## src/rtl/i2c_txn_sequencer.sv

```systemverilog
// Command-queue front end for i2c_master: buffers host transactions, launches them one at a time,
// and returns {tmo, nack, data} per command. Optional NACK retry enabled by defining I2C_RETRY_EN.
module i2c_txn_sequencer #(
    parameter int CMD_DEPTH      = 4,
    parameter int LAUNCH_TIMEOUT = 64,
    parameter int GAP_CYCLES     = 8,
    parameter int MAX_RETRY      = 2
) (
    input  logic       clk,
    input  logic       rst_n,
    input  logic       cmd_valid,
    output logic       cmd_ready,
    input  logic       cmd_rw,
    input  logic [6:0] cmd_addr,
    input  logic [7:0] cmd_wdata,
    output logic       rsp_valid,
    input  logic       rsp_ready,
    output logic [7:0] rsp_data,
    output logic       rsp_nack,
    output logic       rsp_tmo,
    output logic       m_start,
    output logic       m_rw,
    output logic [6:0] m_addr,
    output logic [7:0] m_data_in,
    input  logic [7:0] m_data_out,
    input  logic       m_ack_error,
    input  logic       m_busy,
    output logic       seq_busy,
    output logic [2:0] dbg_state
);

    localparam int            PW      = $clog2(CMD_DEPTH);
    localparam logic [PW:0]   DEPTH_L = (PW + 1)'(CMD_DEPTH);
    localparam logic [7:0]    TMO_L   = 8'(LAUNCH_TIMEOUT);
    localparam logic [7:0]    GAP_L   = 8'(GAP_CYCLES - 1);

    if (CMD_DEPTH < 2 || (CMD_DEPTH & (CMD_DEPTH - 1)) != 0) begin : g_bad_depth
        $error("CMD_DEPTH must be a power of two and at least 2");
    end
    if (MAX_RETRY < 0 || MAX_RETRY > 7) begin : g_bad_retry
        $error("MAX_RETRY must be in 0..7");
    end

    typedef enum logic [2:0] {S_IDLE, S_LAUNCH, S_WAIT, S_RESP, S_GAP} state_t;

    state_t          state, state_nxt, gap_or_idle;
    logic [15:0]     mem [CMD_DEPTH];
    logic [PW-1:0]   wr_ptr, rd_ptr;
    logic [PW:0]     count, count_nxt;
    logic [7:0]      tmo_cnt, gap_cnt;
    logic            push, pop, tmo_hit, gap_done, retry_go, retry_pend;

    // valid/ready: a beat transfers on any cycle where both are high; the producer
    // holds its payload stable while valid is high and ready is low.
    assign push        = cmd_valid && cmd_ready;
    assign tmo_hit     = (state == S_LAUNCH) && (tmo_cnt == TMO_L);
    assign gap_done    = (state == S_GAP) && (gap_cnt == GAP_L);
    assign gap_or_idle = (GAP_CYCLES == 0) ? S_IDLE : S_GAP;
    assign seq_busy    = (state != S_IDLE) || (count != '0);
    assign dbg_state   = state;

`ifdef I2C_RETRY_EN
    logic [2:0] retry_cnt;

    assign retry_go = (state == S_WAIT) && !m_busy && m_ack_error && (int'(retry_cnt) < MAX_RETRY);

    // A pending retry relaunches the held command without touching the FIFO.
    always_ff @(posedge clk or negedge rst_n) begin
        if (!rst_n) begin
            retry_cnt  <= '0;
            retry_pend <= 1'b0;
        end else begin
            if (pop)
                retry_cnt <= '0;
            else if (retry_go)
                retry_cnt <= retry_cnt + 1'b1;
            if (retry_go)
                retry_pend <= 1'b1;
            else if (state == S_IDLE)
                retry_pend <= 1'b0;
        end
    end
`else
    assign retry_go   = 1'b0;
    assign retry_pend = 1'b0;
`endif

    always_comb begin
        state_nxt = state;
        pop       = 1'b0;
        case (state)
            S_IDLE: begin
                if (retry_pend) begin
                    state_nxt = S_LAUNCH;
                end else if (count != '0 && !rsp_valid) begin
                    state_nxt = S_LAUNCH;
                    pop       = 1'b1;
                end
            end
            S_LAUNCH: begin
                if (m_busy)
                    state_nxt = S_WAIT;
                else if (tmo_hit)
                    state_nxt = S_RESP;
            end
            S_WAIT: begin
                if (!m_busy)
                    state_nxt = retry_go ? gap_or_idle : S_RESP;
            end
            S_RESP: begin
                if (rsp_ready)
                    state_nxt = gap_or_idle;
            end
            S_GAP: begin
                if (gap_done)
                    state_nxt = S_IDLE;
            end
            default: state_nxt = S_IDLE;
        endcase
    end

    always_comb begin
        count_nxt = count;
        if (push && !pop)
            count_nxt = count + 1'b1;
        else if (pop && !push)
            count_nxt = count - 1'b1;
    end

    always_ff @(posedge clk) begin
        if (push)
            mem[wr_ptr] <= {cmd_rw, cmd_addr, cmd_wdata};
    end

    always_ff @(posedge clk or negedge rst_n) begin
        if (!rst_n) begin
            state     <= S_IDLE;
            wr_ptr    <= '0;
            rd_ptr    <= '0;
            count     <= '0;
            cmd_ready <= 1'b1;
            m_start   <= 1'b0;
            m_rw      <= 1'b0;
            m_addr    <= '0;
            m_data_in <= '0;
            tmo_cnt   <= '0;
            gap_cnt   <= '0;
            rsp_valid <= 1'b0;
            rsp_data  <= '0;
            rsp_nack  <= 1'b0;
            rsp_tmo   <= 1'b0;
        end else begin
            state     <= state_nxt;
            count     <= count_nxt;
            cmd_ready <= (count_nxt != DEPTH_L);
            if (push)
                wr_ptr <= wr_ptr + 1'b1;
            if (pop) begin
                rd_ptr                      <= rd_ptr + 1'b1;
                {m_rw, m_addr, m_data_in}   <= mem[rd_ptr];
            end
            // Registered start: rises one cycle after LAUNCH entry, drops on the exit edge.
            m_start <= (state == S_LAUNCH) && (state_nxt == S_LAUNCH);
            tmo_cnt <= (state == S_LAUNCH) ? tmo_cnt + 1'b1 : '0;
            gap_cnt <= (state == S_GAP) ? gap_cnt + 1'b1 : '0;
            if (state == S_LAUNCH && state_nxt == S_RESP) begin
                rsp_valid <= 1'b1;
                rsp_tmo   <= 1'b1;
                rsp_nack  <= 1'b0;
                rsp_data  <= '0;
            end else if (state == S_WAIT && state_nxt == S_RESP) begin
                rsp_valid <= 1'b1;
                rsp_tmo   <= 1'b0;
                rsp_nack  <= m_ack_error;
                rsp_data  <= m_rw ? m_data_out : 8'h00;
            end else if (state == S_RESP && rsp_ready) begin
                rsp_valid <= 1'b0;
                rsp_tmo   <= 1'b0;
                rsp_nack  <= 1'b0;
                rsp_data  <= '0;
            end
        end
    end

endmodule
```

## config.mk

```make
export PLATFORM = sky130hd
export DESIGN_NAME = i2c_txn_sequencer
export DESIGN_NICKNAME = d
export VERILOG_FILES = /design/src/rtl/i2c_txn_sequencer.sv
export SDC_FILE = /design/constraint.sdc
export NUM_CORES = 1
export LEC_CHECK = 0
export CORE_MARGIN = 2
export CORE_UTILIZATION = 55
export CTS_BUF_LIST = sky130_fd_sc_hd__clkbuf_4
export CTS_CLUSTER_DIAMETER = 50
export DETAILED_ROUTE_END_ITERATION = 8
export PLACE_DENSITY = 0.8
export SYNTH_ARGS = -nofsm -noshare
export SYNTH_HDL_FRONTEND = slang
export SYNTH_SLANG_ARGS = --single-unit
export TNS_END_PERCENT = 30
```

## constraint.sdc

```tcl
create_clock -name clk -period 3.2 [get_ports clk]
set_input_delay 0.64 -clock clk [delete_from_list [all_inputs] [get_ports clk]]
set_output_delay 0.64 -clock clk [all_outputs]
set_load 0.02 [all_outputs]
```

Word level (Yosys, flattened, before mapping). Memory sizes are Yosys's and may differ from the RTL's. A register that Yosys moved wholly into a read port is not among the register bits. Cells that the tools add are included.

Bits in registers: 39. Bits in writable memories: 64. Input bits: 30. Output and inout bits: 33. Word-level logic and storage cells: 73. Memories kept: 1.

$add $sub $neg: 6. Eq/ne operators: 9. Multiplexer cells: 26. Reductions and logical operators: 19.

Memory list: mem (depth 4, bits a word 16, rd ports 1, clocked after memory_dff 1, write ports 1, RTL line 47) `logic [15:0] mem [CMD_DEPTH];`.

Operator list (number): $mux W8 (6); $mux W3 (8); $add A8 B1 Y8 const B (2); $pmux W3 S5 (1); $mux W1 (11); $logic_and A1 B1 Y1 (10); $eq A3 B2 Y1 const B (3); $reduce_bool A3 Y1 (3); $eq A8 B3 Y1 const B (1); $eq A8 B7 Y1 const B (1); $eq A3 B1 Y1 const B (2); $add A2 B1 Y2 const B (2); $logic_not A1 Y1 (4); $add A3 B1 Y3 const B (1); $eq A3 B3 Y1 const B (1); $logic_not A3 Y1 (1); $ne A3 B3 Y1 const B (1); $sub A3 B1 Y3 const B (1); $logic_or A1 B1 Y1 (1).

Logic depth before layout (Yosys ltp).
Depth after elaboration: 9. Depth in mapped cells: 7. Depth with buffers taken out: 6.

Worst setup path after synthesis. OpenSTA, ideal clock, no wires.

Path type: register -> register. Start point: register state[0] (netlist: dbg_state[0]). End point: register rsp_data[0]. Setup time: 121 ps. Arrival: 1718 ps. Required time: 3079 ps. Slack: 1361 ps. Cell stages (with the launch flop): 7. Path buffers: 2. Clock period less this slack: 1839 ps. Path through: dfrtp_1 -> buf_4 -> mux2_1 -> o32ai_1 -> o22ai_1 -> buf_2 -> a32o_1.

Cells in the longest elaborated chain, start to end: 9. Elaborated cells on any way between the ends: 21. Those cells by class: 5 x eq/ne; 9 x mux; 7 x reduce/logical.

Ends and longest elaborated chain: start, declared (RTL line 46) `state_t state, state_nxt, gap_or_idle;`; start signal, assigned (RTL line 153) `state <= state_nxt;`; $eq A3 B1 Y1 (RTL line 56, 91, 166); $logic_and A1 B1 Y1 (RTL line 56) `assign tmo_hit = (state == S_LAUNCH) && (tmo_cnt == TMO_L);`; $mux W3 (RTL line 103) `else if (tmo_hit)`; $mux W3 (RTL line 101) `if (m_busy)`; $pmux W3 S5 (RTL line 91) `case (state)`; $eq A3 B2 Y1 (RTL line 166, 171); $logic_and A1 B1 Y1 (RTL line 171) `end else if (state == S_WAIT && state_nxt == S_RESP) begin`; $mux W8 (RTL line 171); $mux W8 (RTL line 166) `if (state == S_LAUNCH && state_nxt == S_RESP) begin`; end signal, assigned (RTL line 175) `rsp_data <= m_rw ? m_data_out : 8'h00;`; end, declared (RTL line 18) `output logic [7:0] rsp_data,`.

Several ways; a longest one is shown, not always the timed one. A chain may end at the register's enable or synchronous reset.

Worst setup path in the final report.
Start point: register count[1]. End point: output port seq_busy.

Cells in the longest elaborated chain, start to end: 2.

Ends and longest elaborated chain: start, declared (RTL line 49) `logic [PW:0] count, count_nxt;`; start signal, assigned (RTL line 154) `count <= count_nxt;`; $reduce_bool A3 Y1 (RTL line 59) `assign seq_busy = (state != S_IDLE) || (count != '0);`; $logic_or A1 B1 Y1 (RTL line 59); end, declared (RTL line 28) `output logic seq_busy,`.

No other way between the ends.

==> results.cfg <==
[run_status]
status = finished, final reports clean

[job]
drv_cap = 0

[placement]
dp_cells = 465
portBuffers = 62
place_congestion = 0.787
place_ws_ns = 0.648
dp.final_hpwl_um = 5600

[clocking]
cts_tree = built
cts_made_buffers = 17
cts-resized-gates = 0
clock_latency_ns = 0.51
clkSinkCount = 119
clk_pin_slew_ns = 0.12
clock-root-buffer = clkbuf_4
h-tree-depth = 4
cts_setup_buffers = 0
cts_buffer_depth = 2
hold_buffers = 0

[power]
ir_worst_vdd_v = 0.000572
p_leak_nw = 2.26
p_per_area_nw_per_um2 = 885

[floorplan]
num_io_pins = 63
die-area_um2 = 9550
floorplan.initialDensity = 0.559
fp.dieW_um = 97.7
core_um2 = 8640
rows = 34
die_h_um = 97.7

[routing]
wl_per_cell_um = 16.7
wl_met1_um = 3580
vias = 2789
met3_length_um = 441
drtIter0Drc = 95
drc = 0
dr.pass1.iters = 4
drt-vias-per-instance = 5.61
wl_met2_um = 4150
highest_layer = met4
drt.antenna.violating_nets = 0
wl_um = 8290

[sta]
setup_tns_ns = 0
maxSlewHeadroom = 0.483
fmax_ghz = 0.342
rsz0062_at_grt = false
setup-violations-final = 0
worst_slack_ns = 0.274
finClkSkew_ns = 0.0156
hold_viol = 0
worstMarginPinSlew_ns = 0.776
timing.final.max_slew_violations = 0
fin_crit_sh = 0.914
finalCriticalPeriod_ns = 2.93

[synthesis]
yosysUniqueCellTypes = 47
synth-main-ff-cell = edfxtp_1
syn_area_um2 = 4830
postSynthCellCount = 300
synthArstFlopShare = 0.462
syn_avg_cell_area_um2 = 16.1
synth-edff-count = 64
synth-seq-area-share = 0.683
ys_seq_elements = 119
synth-warning-count = 0
synthesis.nets = 340

[finish]
finalNonFillerCells = 497
final_cell_mix = 64 x edfxtp_1, 61 x clkdlybuf4s50_1, 54 x dfrtp_1
fin_nets = 416
drive_gt1_frac = 0.198
antenna_cells = 0
final_common_cell = edfxtp_1
area_growth_pct = 21.3

[global_route]
grt_max_degree = 30
antenna_found_initial = 0
first_global_vias = 2880
grt.total_usage = 0.194
overflow = 0
grt_pass1_wl_um = 14200

[hold_path]
min_path_type = input port to asynchronous set/reset pin

[worst_setup_path]
critPathRequiredTime_ns = 2.56
critPathLaunch = count[1]
cp_max_fo = 4
r2r-start = dbg_state[2]
timing_worst_setup_path_type = register to output port
worst_ep_arrival_time_ns = 2.29
start_kind = register
crit_path_end_kind = output port
==> cells by family (layout without fill, tap and decap cells) <==
kind of cell	count (synthesis)	in the layout	share of synthesized area
compound gates	27	27	0.0464
mux	33	33	0.114
buf+inv	27	116	0.0246
fa+ha+maj	11	11	0.0280
simple gates	66	66	0.0730
xor+xnor	17	17	0.0308
flops	119	119	0.683
==> metrics by stage <==
step / instance area, um^2 / utilization / power, W / hold slack (ns)
2_1_floorplan: 4830 / - / 0.00349 / 0.344
3_3_place_gp: 5580 / 0.646 / 0.00416 / 0.490
3_5_place_dp: 5580 / 0.646 / 0.00423 / 0.495
4_1_cts: 5860 / 0.678 / 0.00525 / 0.132
5_1_grt: 5860 / 0.678 / 0.00550 / 0.142
6_report: 5860 / 0.678 / 0.00519 / 0.150
==> routing by layer <==
layer  track usage  vias to the layer above
li1              -                     1292
met5             0                        -
met2         0.318                       74
met1         0.247                     1410
met4        0.0652                        0
met3        0.0619                       13
==> final cells by class <==
type	count	area (um^2)
clock inverters	14	141
clock buffers	18	135
well taps	108	135
multi-input cells	154	1420
repair buffers	70	676
flip-flops and latches	119	3300
inverters	14	52.6
fillers	609	2780
==> state kept, by name (all words and copies together), names as in the netlist <==
signal	cells
rd_ptr	2
m_data_in	8
rsp_tmo	1
tmo_cnt	8
rsp_valid	1
m_rw	1
m_addr	7
mem	64
gap_cnt	8
count	3
wr_ptr	2
cmd_ready	1
rsp_data	8
rsp_nack	1
dbg_state	3
m_start	1
==> critical path, stage by stage, from the launching register on <==
cell	delay, ns
dfrtp_1	0.39
inv_1	0.12
ha_1	0.19
nor2b_1	0.37
nand2_1	0.15
clkdlybuf4s50_1	0.57
==> Yosys cell counts, types with 2 or more instances <==
library cell / instances / area (um^2)
a32o_1: 9 / 90.1
inv_1: 14 / 52.6
ha_1: 10 / 125
dfrtp_1: 54 / 1350
xnor2_1: 7 / 61.3
nor4_1: 2 / 12.5
a21oi_1: 2 / 10.0
xor2_1: 10 / 87.6
nor2_1: 17 / 63.8
buf_2: 5 / 25.0
mux4_2: 16 / 360
nand2_1: 8 / 30.0
nand3_1: 12 / 60.1
mux2_2: 16 / 180
clkbuf_1: 6 / 22.5
nand2b_1: 2 / 12.5
o21ai_0: 4 / 20.0
and2_1: 3 / 18.8
nor3_1: 3 / 15.0
and3_1: 10 / 62.6
edfxtp_1: 64 / 1920
==> worst paths after layout <==
check / slack [ns] / to / depth (start not counted)
max in group asynchronous: 2.24 / m_addr[5] / 2
hold reg to reg: 0.51 / gap_cnt[0] / 1
hold / removal: 0.15 / m_data_in[1] / 1
setup / recovery: 0.27 / seq_busy / 5
min in group clk: 0.51 / gap_cnt[0] / 1
setup reg to reg: 0.88 / rsp_data[3] / 4
==> where the power goes <==
| group | switching [W] | internal [W] |
|---|---|---|
| clock network | 0.000603 | 0.000413 |
| logic | 0.000907 | 0.000963 |
| registers | 0.000265 | 0.00204 |
| total | 0.00177 | 0.00341 |
No activity file was read; power rests on OpenSTA's default activity.
